[src/rtl/knn_pkg.sv]
`default_nettype none
// ============================================================================
// Module  : knn_pkg
// Purpose : Shared defaults, FSM state encoding and the K-clamp helper for
//           the knn_query_driver front end.
// Contents: KNN_* default sizes, knn_state_t, knn_clamp_k().
// Revision: 1.0  initial release
// ============================================================================
package knn_pkg;

  localparam int unsigned KNN_DATA_WIDTH   = 8;
  localparam int unsigned KNN_NUM_FEATURES = 2;
  localparam int unsigned KNN_NUM_TRAINING = 50;
  localparam int unsigned KNN_K_DEFAULT    = 3;

  typedef enum logic [2:0] {
    ST_IDLE    = 3'd0,
    ST_ISSUE   = 3'd1,
    ST_WAIT    = 3'd2,
    ST_RECOVER = 3'd3,
    ST_RESULT  = 3'd4
  } knn_state_t;

  // K of zero means "use the default"; K above the training-set size is
  // meaningless for the classifier, so it is pinned to the set size.
  function automatic int unsigned knn_clamp_k(input int unsigned k,
                                              input int unsigned k_default,
                                              input int unsigned num_training);
    if (k == 0) begin
      return k_default;
    end else if (k > num_training) begin
      return num_training;
    end
    return k;
  endfunction

endpackage
`default_nettype wire

[src/rtl/knn_watchdog.sv]
`default_nettype none
// ============================================================================
// Module  : knn_watchdog
// Purpose : Loadable up-counter with clear/enable that flags when it holds
//           LIMIT-1. Used for the WAIT timeout and the RECOVER pulse length.
// Ports   : clk, rst      - clock, synchronous active-high reset
//           clr           - force count to 0 (highest priority)
//           load/load_val - load an arbitrary start value
//           en            - count up (saturates at LIMIT-1)
//           expire        - count == LIMIT-1
// Revision: 1.0  initial release
// ============================================================================
module knn_watchdog #(
  parameter  int unsigned LIMIT = 1000,
  localparam int unsigned CW    = $clog2(LIMIT + 1)
) (
  input  logic          clk,
  input  logic          rst,
  input  logic          clr,
  input  logic          load,
  input  logic [CW-1:0] load_val,
  input  logic          en,
  output logic          expire
);

  localparam logic [CW-1:0] C_LAST = CW'(LIMIT - 1);

  logic [CW-1:0] count_q, count_d;

  assign expire = (count_q == C_LAST);

  always_comb begin
    count_d = count_q;
    if (clr) begin
      count_d = '0;
    end else if (load) begin
      count_d = load_val;
    end else if (en && !expire) begin
      count_d = count_q + 1'b1;
    end
  end

  always_ff @(posedge clk) begin
    if (rst) begin
      count_q <= '0;
    end else begin
      count_q <= count_d;
    end
  end

endmodule
`default_nettype wire

[src/rtl/knn_query_driver.sv]
`default_nettype none
// ============================================================================
// Module  : knn_query_driver
// Purpose : Initiator front end for knn_classifier. Takes one query at a time
//           from a valid/ready stream, clamps K, pulses knn_start, waits for a
//           rising edge of knn_done under a watchdog and returns class, tag and
//           timeout flag on a valid/ready result stream. On timeout the
//           classifier is held in reset for RECOVER_CYCLES cycles.
// Ports   : clk/rst                 - clock, synchronous active-high reset
//           q_valid/q_ready/q_data/q_k          - query stream
//           knn_start/knn_test_data/knn_k_value/knn_rst - classifier controls
//           knn_predicted_class/knn_done        - classifier result
//           r_valid/r_ready/r_class/r_tag/r_timeout - result stream
//           busy                    - FSM not in IDLE
//           last_latency            - start-to-completion cycles of last result
// Options : KNN_DRV_PERF_EN - enables the latency counter behind last_latency
//           (tied to 0 otherwise).
// Revision: 1.0  initial release
// ============================================================================
module knn_query_driver
  import knn_pkg::*;
#(
  parameter int unsigned DATA_WIDTH     = KNN_DATA_WIDTH,
  parameter int unsigned NUM_FEATURES   = KNN_NUM_FEATURES,
  parameter int unsigned NUM_TRAINING   = KNN_NUM_TRAINING,
  parameter int unsigned K_DEFAULT      = KNN_K_DEFAULT,
  parameter int unsigned TAG_WIDTH      = 8,
  parameter int unsigned TIMEOUT_CYCLES = 1000,
  parameter int unsigned RECOVER_CYCLES = 2
) (
  input  logic                               clk,
  input  logic                               rst,
  input  logic                               q_valid,
  output logic                               q_ready,
  input  logic [DATA_WIDTH*NUM_FEATURES-1:0] q_data,
  input  logic [DATA_WIDTH-1:0]              q_k,
  output logic                               knn_start,
  output logic [DATA_WIDTH*NUM_FEATURES-1:0] knn_test_data,
  output logic [DATA_WIDTH-1:0]              knn_k_value,
  output logic                               knn_rst,
  input  logic                               knn_predicted_class,
  input  logic                               knn_done,
  output logic                               r_valid,
  input  logic                               r_ready,
  output logic                               r_class,
  output logic [TAG_WIDTH-1:0]               r_tag,
  output logic                               r_timeout,
  output logic                               busy,
  output logic [15:0]                        last_latency
);

  localparam int unsigned FW    = DATA_WIDTH * NUM_FEATURES;
  localparam int unsigned TO_CW = $clog2(TIMEOUT_CYCLES + 1);

  knn_state_t           state_q, state_d;
  logic [FW-1:0]        test_data_q, test_data_d;
  logic [DATA_WIDTH-1:0] k_value_q, k_value_d;
  logic [TAG_WIDTH-1:0] tag_cnt_q, tag_cnt_d;
  logic [TAG_WIDTH-1:0] r_tag_q, r_tag_d;
  logic                 r_class_q, r_class_d;
  logic                 r_timeout_q, r_timeout_d;
  logic                 done_q;

  logic done_edge;
  logic to_load, to_en, to_expire;
  logic rc_clr, rc_en, rc_expire;

  // Only a fresh 0->1 transition counts as completion, so a done level left
  // high by the previous query cannot complete the new one.
  assign done_edge = knn_done && !done_q;

  assign q_ready       = (state_q == ST_IDLE) && !rst;
  assign knn_start     = (state_q == ST_ISSUE);
  assign knn_rst       = rst || (state_q == ST_RECOVER);
  assign r_valid       = (state_q == ST_RESULT);
  assign busy          = (state_q != ST_IDLE);
  assign knn_test_data = test_data_q;
  assign knn_k_value   = k_value_q;
  assign r_class       = r_class_q;
  assign r_tag         = r_tag_q;
  assign r_timeout     = r_timeout_q;

  // The ISSUE cycle is loaded as count 1 so the ISSUE+WAIT window spans
  // exactly TIMEOUT_CYCLES cycles before RECOVER is entered.
  knn_watchdog #(.LIMIT(TIMEOUT_CYCLES)) u_timeout (
    .clk      (clk),
    .rst      (rst),
    .clr      (1'b0),
    .load     (to_load),
    .load_val (TO_CW'(1)),
    .en       (to_en),
    .expire   (to_expire)
  );

  knn_watchdog #(.LIMIT(RECOVER_CYCLES)) u_recover (
    .clk      (clk),
    .rst      (rst),
    .clr      (rc_clr),
    .load     (1'b0),
    .load_val ('0),
    .en       (rc_en),
    .expire   (rc_expire)
  );

  always_comb begin
    state_d     = state_q;
    test_data_d = test_data_q;
    k_value_d   = k_value_q;
    tag_cnt_d   = tag_cnt_q;
    r_tag_d     = r_tag_q;
    r_class_d   = r_class_q;
    r_timeout_d = r_timeout_q;
    to_load     = 1'b0;
    to_en       = 1'b0;
    rc_clr      = 1'b1;
    rc_en       = 1'b0;
    case (state_q)
      ST_IDLE: begin
        if (q_valid) begin
          test_data_d = q_data;
          k_value_d   = DATA_WIDTH'(knn_clamp_k(32'(q_k), K_DEFAULT, NUM_TRAINING));
          r_tag_d     = tag_cnt_q;
          tag_cnt_d   = tag_cnt_q + 1'b1;
          state_d     = ST_ISSUE;
        end
      end
      ST_ISSUE: begin
        to_load = 1'b1;
        state_d = ST_WAIT;
      end
      ST_WAIT: begin
        to_en = 1'b1;
        // A completion in the expiry cycle still delivers a real result.
        if (done_edge) begin
          r_class_d   = knn_predicted_class;
          r_timeout_d = 1'b0;
          state_d     = ST_RESULT;
        end else if (to_expire) begin
          state_d = ST_RECOVER;
        end
      end
      ST_RECOVER: begin
        rc_clr = 1'b0;
        rc_en  = 1'b1;
        if (rc_expire) begin
          r_class_d   = 1'b0;
          r_timeout_d = 1'b1;
          state_d     = ST_RESULT;
        end
      end
      ST_RESULT: begin
        if (r_ready) begin
          state_d = ST_IDLE;
        end
      end
      default: state_d = ST_IDLE;
    endcase
  end

  always_ff @(posedge clk) begin
    if (rst) begin
      state_q     <= ST_IDLE;
      test_data_q <= '0;
      k_value_q   <= DATA_WIDTH'(K_DEFAULT);
      tag_cnt_q   <= '0;
      r_tag_q     <= '0;
      r_class_q   <= 1'b0;
      r_timeout_q <= 1'b0;
      done_q      <= 1'b0;
    end else begin
      state_q     <= state_d;
      test_data_q <= test_data_d;
      k_value_q   <= k_value_d;
      tag_cnt_q   <= tag_cnt_d;
      r_tag_q     <= r_tag_d;
      r_class_q   <= r_class_d;
      r_timeout_q <= r_timeout_d;
      done_q      <= knn_done;
    end
  end

`ifdef KNN_DRV_PERF_EN
  logic [15:0] perf_cnt_q, perf_cnt_d;
  logic [15:0] last_latency_q, last_latency_d;

  // perf_cnt_d already includes the current cycle, so sampling it on the
  // transition into RESULT gives the start..completion count inclusive
  // (RECOVER cycles are not counted).
  always_comb begin
    perf_cnt_d     = perf_cnt_q;
    last_latency_d = last_latency_q;
    if (state_q == ST_ISSUE) begin
      perf_cnt_d = 16'd1;
    end else if ((state_q == ST_WAIT) && (perf_cnt_q != 16'hFFFF)) begin
      perf_cnt_d = perf_cnt_q + 16'd1;
    end
    if ((state_q != ST_RESULT) && (state_d == ST_RESULT)) begin
      last_latency_d = perf_cnt_d;
    end
  end

  always_ff @(posedge clk) begin
    if (rst) begin
      perf_cnt_q     <= '0;
      last_latency_q <= '0;
    end else begin
      perf_cnt_q     <= perf_cnt_d;
      last_latency_q <= last_latency_d;
`ifndef SYNTHESIS
      if ((state_q != ST_RESULT) && (state_d == ST_RESULT)) begin
        $display("knn_query_driver: tag %0d latency %0d", r_tag_d, last_latency_d);
      end
`endif
    end
  end

  assign last_latency = last_latency_q;
`else
  assign last_latency = 16'd0;
`endif

endmodule
`default_nettype wire

[config.mk]
export PLATFORM = sky130hd
export DESIGN_NAME = knn_query_driver
export DESIGN_NICKNAME = d
export VERILOG_FILES = /design/src/rtl/knn_pkg.sv /design/src/rtl/knn_watchdog.sv /design/src/rtl/knn_query_driver.sv
export SDC_FILE = /design/constraint.sdc
export NUM_CORES = 1
export LEC_CHECK = 0
export ABC_AREA = 1
export ABC_CLOCK_PERIOD_IN_PS = 1700
export BUFFER_PORTS_ARGS = -buffer_cell sky130_fd_sc_hd__buf_2
export CELL_PAD_IN_SITES_DETAIL_PLACEMENT = 0
export CELL_PAD_IN_SITES_GLOBAL_PLACEMENT = 2
export CORE_UTILIZATION = 28
export CTS_BUF_LIST = sky130_fd_sc_hd__clkbuf_2 sky130_fd_sc_hd__clkbuf_4 sky130_fd_sc_hd__clkbuf_8
export CTS_CLUSTER_SIZE = 40
export DETAILED_ROUTE_END_ITERATION = 10
export PLACE_DENSITY_LB_ADDON = 0.2
export SKIP_LAST_GASP = 1
export SLEW_MARGIN = 15
export SYNTH_ARGS = -nofsm -noshare
export SYNTH_HDL_FRONTEND = slang
export SYNTH_SLANG_ARGS = --single-unit
export TNS_END_PERCENT = 5
[constraint.sdc]
create_clock -name clk -period 1.7 [get_ports clk]
set_input_delay 0.34 -clock clk [delete_from_list [all_inputs] [get_ports clk]]
set_output_delay 0.34 -clock clk [all_outputs]
set_load 0.01 [all_outputs]
==> results of run 1 <==
[metal layers]
metal	wire [um]	global-route usage [%]	vias up	part of all wire, %
li1	-	-	1328	-
met5	0	0	-	0
met1	3347	18.48	1119	48
met2	3152	23.91	62	46
met3	369	5.825	4	5.3
met4	52	4.013	0	0.75
[area by class of cell]
class / count / area share [%]
inverters: 41 / 4.675
clock inverters: 5 / 1.645
multi-input cells: 272 / 37.85
flip-flops and latches: 58 / 34.74
well taps: 129 / 4.824
clock buffers: 11 / 4.151
repair buffers: 75 / 12.12
[state kept, by name, summed over array words and instances (netlist names)]
name,count
knn_test_data,16
u_timeout.count_q,10
knn_k_value,8
r_tag,8
tag_cnt_q,8
state_q,3
u_recover.count_q,2
done_q,1
r_class,1
r_timeout,1
[per-stage QoR]
step	worst slack [ns]	total power, mW	util (%)	setup TNS [ns]	area (um^2)
6_report	0.06462	4.797	35.70	0	3346
2_1_floorplan	0.3427	3.102	-	0	2804
3_5_place_dp	0.1464	3.572	33.62	0	3151
4_1_cts	0.01861	4.879	35.69	0	3344
5_1_grt	-0.04582	5.218	35.70	-0.05780	3346
3_3_place_gp	0.1927	3.565	33.62	0	3151
[power by group]
group	internal (mW)	switching [mW]
logic	0.578	1.10
clock network	0.705	0.563
registers	1.66	0.190
[how the worst min path moves through the flow]
stage	to	slack [ns]
after floorplan	tag_cnt_q[7]$_SDFFE_PP0P_	0.46
after global placement	knn_k_value[7]$_SDFFE_PP0P_	0.44
after detailed placement	knn_k_value[7]$_SDFFE_PP0P_	0.45
after CTS	knn_test_data[0]$_SDFFE_PP0P_	0.20
after global routing	knn_test_data[5]$_SDFFE_PP0P_	0.20
final	done_q$_SDFF_PP0_	0.22
[cells in the final DEF, fill, tap and decap left out, drive strengths merged]
| cell type | count |
|---|---|
| a211oi | 1 |
| a21oi | 27 |
| a31oi | 1 |
| buf | 75 |
| bufinv | 1 |
| clkbuf | 11 |
| clkinv | 3 |
| clkinvlp | 2 |
| conb | 16 |
| dfxtp | 58 |
| ha | 3 |
| inv | 40 |
| nand2 | 81 |
| nand3 | 20 |
| nand3b | 1 |
| nand4 | 7 |
| nor2 | 72 |
| nor3 | 2 |
| o21ai | 32 |
| o22ai | 1 |
| xnor2 | 1 |
| xor2 | 7 |
[logic make-up after synthesis]
| group | share of synthesized area [%] |
|---|---|
| buffers and inverters | 13.71 |
| other | 0.1365 |
| flip-flops | 42.26 |
| adder cells (fa/ha/maj) | 1.366 |
| AO/OA/AOI/OAI | 11.48 |
| XOR/XNOR | 2.550 |
| AND/OR/NAND/NOR | 28.51 |
[worst max-delay path: stages (launching register included)]
cell	delay (ns)
sky130_fd_sc_hd__dfxtp_1	0.47
sky130_fd_sc_hd__inv_1	0.12
sky130_fd_sc_hd__nor3_2	0.20
sky130_fd_sc_hd__buf_2	0.18
[repair_timing]
| item | in CTS | in global routing |
|---|---|---|
| gates resized for setup | 0 | 1 |
| setup buffers | 0 | 0 |
| hold buffers | 0 | 0 |
| endpoints found under the setup margin | 0 | 4 |
==> metrics.txt, run 1 <==
# TYPE chip_impl_metric gauge
chip_impl_metric{name="areaGrowthSynthToFinish",unit="%"} 21.77
chip_impl_metric{name="fp.dieArea",unit="mm^2"} 0.01021
chip_impl_metric{name="max_freq",unit="MHz"} 611.5
chip_impl_metric{name="overall_via_count_from_detail_route",unit=""} 2513
chip_impl_metric{name="number_of_synthesized_flops_with_an_enable_pin",unit=""} 0
chip_impl_info{name="worstSetupStartpointType",value="register"} 1
chip_impl_info{name="synthMostInstantiatedCell",value="sky130_fd_sc_hd__nand2_1"} 1
chip_impl_metric{name="worstPathArrival",unit="ns"} 1.30
chip_impl_metric{name="count_of_fill_cells_added_during_filler_insertion",unit=""} 1055
chip_impl_metric{name="post_synth.cell_area_avg",unit="um^2"} 7.118
chip_impl_info{name="post_synth_main_area_contributors",value="sky130_fd_sc_hd__dfxtp_1 42%, sky130_fd_sc_hd__nand2_1 11%, sky130_fd_sc_hd__nor2_1 9.2%, sky130_fd_sc_hd__o21ai_0 5.8%, sky130_fd_sc_hd__buf_4 5.5%"} 1
chip_impl_metric{name="cts-buffers-inserted",unit=""} 9
chip_impl_metric{name="vdd_drop_max",unit="mV"} 0.5561
chip_impl_metric{name="timing.final.hold_violations",unit=""} 0
chip_impl_info{name="hp-class",value="in2reg"} 1
chip_impl_metric{name="cts.reportedPaths.clkPinSlew",unit="ns"} 0.07
chip_impl_metric{name="setup.reg_to_reg.worst_slack",unit="ns"} 0.15
chip_impl_metric{name="clock_latency_of_the_later_clocked_register_in_the_worst_skew_pair",unit="ns"} 0.33
chip_impl_metric{name="die_x",unit="um"} 101.1
chip_impl_metric{name="ctsHtreeMaxLevel",unit=""} 3
chip_impl_metric{name="ys_warn_count",unit=""} 0
chip_impl_info{name="worstReg2RegStart",value="state_q[0]$_SDFFE_PP0P_"} 1
chip_impl_metric{name="finalSetupViolations",unit=""} 0
chip_impl_metric{name="largest_net_degree_at_the_start_of_global_routing",unit=""} 33
chip_impl_metric{name="chipHeight",unit="um"} 101.1
chip_impl_metric{name="final-instance-count-excl-fill",unit=""} 591
chip_impl_metric{name="combined_area_of_all_synthesized_cells",unit="mm^2"} 0.002748
chip_impl_metric{name="area_occupied_by_multi_input_gates",unit="mm^2"} 0.001266
chip_impl_metric{name="start_util",unit="%"} 29.32
chip_impl_info{name="endpoint",value="knn_start"} 1
chip_impl_info{name="synth_top_cell_by_area",value="sky130_fd_sc_hd__dfxtp_1"} 1
chip_impl_info{name="hp-start",value="knn_done"} 1
chip_impl_metric{name="layout_worst_path_cycle_share",unit="%"} 96.20
chip_impl_metric{name="layout.area.seq",unit="mm^2"} 0.001162
chip_impl_info{name="run_status",value="finished, final reports clean"} 1
chip_impl_metric{name="timing.clock.skew",unit="ns"} 0.007021
chip_impl_info{name="rsz0062_at_grt",value="true"} 1
chip_impl_info{name="synth.top_cells.by_count",value="77 x sky130_fd_sc_hd__nand2_1, 67 x sky130_fd_sc_hd__nor2_1, 58 x sky130_fd_sc_hd__dfxtp_1"} 1
chip_impl_metric{name="timing.final.crit_period",unit="ns"} 1.635
chip_impl_info{name="critPathKind",value="reg2out"} 1
chip_impl_metric{name="drc",unit=""} 0
chip_impl_metric{name="worstRegToRegCells",unit=""} 6
chip_impl_metric{name="whs",unit="ns"} 0.2214
chip_impl_metric{name="place.detailed.hpwl",unit="mm"} 4.826
chip_impl_metric{name="nets",unit=""} 490
chip_impl_metric{name="syn_inst",unit=""} 386
chip_impl_metric{name="detail_route.wl_per_cell",unit="um"} 11.71
chip_impl_metric{name="path_max_fanout",unit=""} 6
chip_impl_metric{name="power_density",unit="mW/mm^2"} 1434
chip_impl_metric{name="cp.required",unit="ns"} 1.36
chip_impl_metric{name="power.leakage",unit="nW"} 1.649
chip_impl_metric{name="sequential_cell_area_fraction_in_the_yosys_report",unit="%"} 42.26
chip_impl_metric{name="totalWireLength",unit="mm"} 6.922
chip_impl_metric{name="drv_cap",unit=""} 0
chip_impl_metric{name="antenna_violations_before_repair",unit=""} 0
chip_impl_metric{name="slew_violations",unit=""} 0
chip_impl_metric{name="number_of_placement_rows",unit=""} 35
chip_impl_metric{name="drt_iter0_markers",unit=""} 67
chip_impl_info{name="setup.worst_path.end_class",value="primary output"} 1
chip_impl_metric{name="overall_fraction_of_global_route_tracks_in_use",unit="%"} 14.88
chip_impl_metric{name="postRouteAntennaNets",unit=""} 0
chip_impl_info{name="tritoncts",value="done"} 1
chip_impl_metric{name="layout-drive-gt1-share",unit="%"} 23.16
chip_impl_metric{name="port_buf_inserts",unit=""} 68
chip_impl_metric{name="via_per_inst",unit=""} 4.252
chip_impl_metric{name="dr.pass1.iters",unit=""} 4
chip_impl_info{name="cts_root_buffer",value="sky130_fd_sc_hd__clkbuf_8"} 1
chip_impl_metric{name="antennaDiodeCount",unit=""} 0
chip_impl_metric{name="gp_routability_congestion",unit=""} 0.7756
chip_impl_metric{name="io_pins",unit=""} 85
chip_impl_metric{name="netlist.area_leader.share",unit="%"} 42.26
chip_impl_metric{name="sink_count_of_the_clock_tree",unit=""} 58
chip_impl_metric{name="holdPathStages",unit=""} 3
chip_impl_metric{name="vias_in_the_first_global_route",unit=""} 2441
chip_impl_metric{name="netlist-cell-type-count",unit=""} 29
chip_impl_metric{name="postSynthRegisterBits",unit=""} 58
chip_impl_metric{name="design.core.area",unit="mm^2"} 0.009371
chip_impl_info{name="synth_flop_cell",value="sky130_fd_sc_hd__dfxtp_1"} 1
chip_impl_metric{name="synthArstFlopShare",unit="%"} 0
chip_impl_metric{name="grt_first_pass_wirelength",unit="mm"} 11.73
chip_impl_metric{name="gr-total-overflow",unit=""} 0
chip_impl_info{name="rr_endpoint",value="tag_cnt_q[0]$_SDFFE_PP0P_"} 1
chip_impl_metric{name="placedCellCount",unit=""} 575
chip_impl_metric{name="max-clock-path-buffers",unit=""} 2
chip_impl_info{name="crit_path_start",value="state_q[0]$_SDFFE_PP0P_"} 1
No activity file was read; power rests on OpenSTA's default activity.
==> run 2: changes to the inputs <==
--- a/config.mk
+++ b/config.mk
@@ -14,7 +14,7 @@
 export CTS_BUF_LIST = sky130_fd_sc_hd__clkbuf_2 sky130_fd_sc_hd__clkbuf_4 sky130_fd_sc_hd__clkbuf_8
 export CTS_CLUSTER_SIZE = 40
 export DETAILED_ROUTE_END_ITERATION = 10
-export PLACE_DENSITY_LB_ADDON = 0.2
+export PLACE_DENSITY = 0.92
 export SKIP_LAST_GASP = 1
 export SLEW_MARGIN = 15
 export SYNTH_ARGS = -nofsm -noshare
==> run 2 against run 1 <==
Against the previous run:
- cell area grew 0.67%
- total power increased by 2.8%
- via count rose by 0.96%
- critical path depth unchanged
- highest routed layer unchanged
- global-route usage fell by 1.6 points
- sequential cell count did not move
- cell count fell by 0.17%
- critical endpoint unchanged
- wire length fell by 8.4%
==> metrics.txt, run 2 (synthesized netlist as in run 1, its figures left out) <==
# TYPE chip_impl_metric gauge
chip_impl_metric{name="path_max_fanout",unit=""} 6
chip_impl_metric{name="crit_path_max_incr_delay",unit="ns"} 0.40
chip_impl_info{name="most-common-layout-cells",value="77 x sky130_fd_sc_hd__nand2_1, 68 x sky130_fd_sc_hd__buf_2, 67 x sky130_fd_sc_hd__nor2_1"} 1
chip_impl_metric{name="via_per_inst",unit=""} 4.300
chip_impl_metric{name="drv_cap",unit=""} 0
chip_impl_metric{name="overall_fraction_of_global_route_tracks_in_use",unit="%"} 13.29
chip_impl_metric{name="layout.area.seq",unit="mm^2"} 0.001164
chip_impl_metric{name="fin_util",unit="%"} 35.94
chip_impl_metric{name="setup.reg_to_reg.worst_slack",unit="ns"} 0.22
chip_impl_metric{name="clock_latency_of_the_later_clocked_register_in_the_worst_skew_pair",unit="ns"} 0.32
chip_impl_metric{name="fp.dieArea",unit="mm^2"} 0.01021
chip_impl_metric{name="area_occupied_by_multi_input_gates",unit="mm^2"} 0.001266
chip_impl_metric{name="port_buf_inserts",unit=""} 68
chip_impl_info{name="cts_root_buffer",value="sky130_fd_sc_hd__clkbuf_8"} 1
chip_impl_metric{name="max-clock-path-buffers",unit=""} 2
chip_impl_metric{name="postRouteAntennaNets",unit=""} 0
chip_impl_metric{name="drt_iter0_markers",unit=""} 72
chip_impl_metric{name="die_x",unit="um"} 101.1
chip_impl_metric{name="sink_count_of_the_clock_tree",unit=""} 58
chip_impl_metric{name="detail_route.wl_per_cell",unit="um"} 10.75
chip_impl_metric{name="cts.reportedPaths.clkPinSlew",unit="ns"} 0.07
chip_impl_info{name="setup.worst_path.end_class",value="primary output"} 1
chip_impl_metric{name="vdd_drop_max",unit="mV"} 0.6731
chip_impl_metric{name="finalSetupViolations",unit=""} 0
chip_impl_info{name="hp-class",value="in2reg"} 1
chip_impl_info{name="cp_top_family",value="flip-flops"} 1
chip_impl_metric{name="antenna_violations_before_repair",unit=""} 0
chip_impl_metric{name="vias_in_the_first_global_route",unit=""} 2423
chip_impl_metric{name="report.power.total",unit="mW"} 4.931
chip_impl_metric{name="worstPathArrival",unit="ns"} 1.22
chip_impl_metric{name="place.detailed.hpwl",unit="mm"} 4.525
chip_impl_metric{name="design.core.area",unit="mm^2"} 0.009371
chip_impl_info{name="timing.critical_path.cells",value="inv_1 -> nor3_2 -> buf_2"} 1
chip_impl_info{name="worstSetupStartpointType",value="register"} 1
chip_impl_metric{name="final-instance-count-excl-fill",unit=""} 590
chip_impl_metric{name="largest_net_degree_at_the_start_of_global_routing",unit=""} 32
chip_impl_metric{name="dr.pass1.iters",unit=""} 4
chip_impl_metric{name="antennaDiodeCount",unit=""} 0
chip_impl_metric{name="overall_via_count_from_detail_route",unit=""} 2537
chip_impl_metric{name="cts-buffers-inserted",unit=""} 9
chip_impl_metric{name="number_of_placement_rows",unit=""} 35
chip_impl_metric{name="hold_buf_count_cts",unit=""} 0
chip_impl_metric{name="timing.clock.skew",unit="ns"} 0.006951
chip_impl_metric{name="gr-total-overflow",unit=""} 0
chip_impl_metric{name="whs",unit="ns"} 0.2367
chip_impl_metric{name="layout-drive-gt1-share",unit="%"} 23.21
chip_impl_metric{name="slew_violations",unit=""} 0
chip_impl_metric{name="chipHeight",unit="um"} 101.1
chip_impl_metric{name="timing.final.crit_period",unit="ns"} 1.560
chip_impl_metric{name="nets",unit=""} 489
chip_impl_info{name="slowest_stage",value="sky130_fd_sc_hd__dfxtp_2"} 1
chip_impl_metric{name="io_pins",unit=""} 85
chip_impl_info{name="final_common_cell",value="sky130_fd_sc_hd__nand2_1"} 1
chip_impl_metric{name="power_density",unit="mW/mm^2"} 1464
chip_impl_info{name="rsz0062_at_grt",value="false"} 1
chip_impl_metric{name="path_buf_inv",unit=""} 2
chip_impl_metric{name="start_util",unit="%"} 29.32
chip_impl_metric{name="layout_worst_path_cycle_share",unit="%"} 91.75
chip_impl_metric{name="setup-tns-final",unit="ns"} 0
chip_impl_metric{name="areaGrowthSynthToFinish",unit="%"} 22.59
chip_impl_metric{name="grt_first_pass_wirelength",unit="mm"} 10.72
chip_impl_metric{name="gp_routability_congestion",unit=""} 0.7695
chip_impl_metric{name="max_freq",unit="MHz"} 641.1
chip_impl_metric{name="cp.required",unit="ns"} 1.36
chip_impl_info{name="tritoncts",value="done"} 1
chip_impl_metric{name="ctsHtreeMaxLevel",unit=""} 3
chip_impl_metric{name="power.leakage",unit="nW"} 1.659
chip_impl_metric{name="largest_reg_flops",unit=""} 16
chip_impl_info{name="run_status",value="finished, final reports clean"} 1
chip_impl_info{name="critPathKind",value="reg2out"} 1
chip_impl_metric{name="count_of_fill_cells_added_during_filler_insertion",unit=""} 1055
chip_impl_metric{name="timing.final.hold_violations",unit=""} 0
chip_impl_metric{name="drc",unit=""} 0
chip_impl_metric{name="totalWireLength",unit="mm"} 6.343
chip_impl_metric{name="placedCellCount",unit=""} 574
## run 2: changes by cell type in the layout (fill, tap and decap cells not counted)
cell / delta
sky130_fd_sc_hd__clkbuf_8: +1
sky130_fd_sc_hd__buf_4: -1
sky130_fd_sc_hd__dfxtp_1: -1
sky130_fd_sc_hd__bufinv_16: +1
sky130_fd_sc_hd__clkbuf_4: -1
sky130_fd_sc_hd__dfxtp_2: +1
sky130_fd_sc_hd__clkinvlp_4: -1
## run 2: through the flow
step           setup WS (ns)  area (um^2)
3_5_place_dp          0.2519         3143
2_1_floorplan         0.3427         2804
4_1_cts              0.06583         3367
5_1_grt              0.05042         3368
6_report              0.1402         3368
3_3_place_gp          0.2361         3143
## run 2: report_power, final
part           switching (mW)  leakage [nW]  internal (mW)
clock network           0.539         0.113          0.877
registers               0.195         0.475           1.67
logic                    1.06          1.07          0.589
## run 2: worst register-to-register path, delay by kind of cell (launching register included)
kind	cells	cell delay, ns
fa+ha+maj	1	0.22
flops	1	0.38
simple gates	5	0.61
buf+inv	2	0.18
## run 2: layout make-up
type	instances	share of cell area, %
Timing Repair Buffer	74	11.81
Clock inverter	5	2.303
Sequential cell	58	34.55
Inverter	41	4.643
Tap cell	129	4.792
Clock buffer	11	4.309
Multi-Input combinational cell	272	37.59
## run 2: what timing repair did
item / 4_1_cts / 5_1_grt
hold endpoints to repair: 0 / 0
buffers inserted: 0 / 0
resized for setup: 1 / 1
endpoints found under the setup margin: 1 / 1
cloned: 0 / 0
## run 2: layer usage
metal  wire length, um  global-route usage, %  vias up
met1              2988                  15.67     1146
met2              2826                  21.82       58
met4                40                  5.351        0
met5                 0                      0        -
li1                  -                      -     1329
met3               488                  4.854        4
## run 2: final timing paths
check,from,to,cells after the start
worst min register to register,r_tag[2]$_SDFFE_PP0P_,r_tag[2]$_SDFFE_PP0P_,2
worst min-delay path,q_data[5],knn_test_data[5]$_SDFFE_PP0P_,3
worst max-delay path,state_q[0]$_SDFFE_PP0P_,knn_start,3
worst max register to register,u_timeout.count_q[0]$_SDFFE_PP0P_,u_timeout.count_q[1]$_SDFFE_PP0P_,8
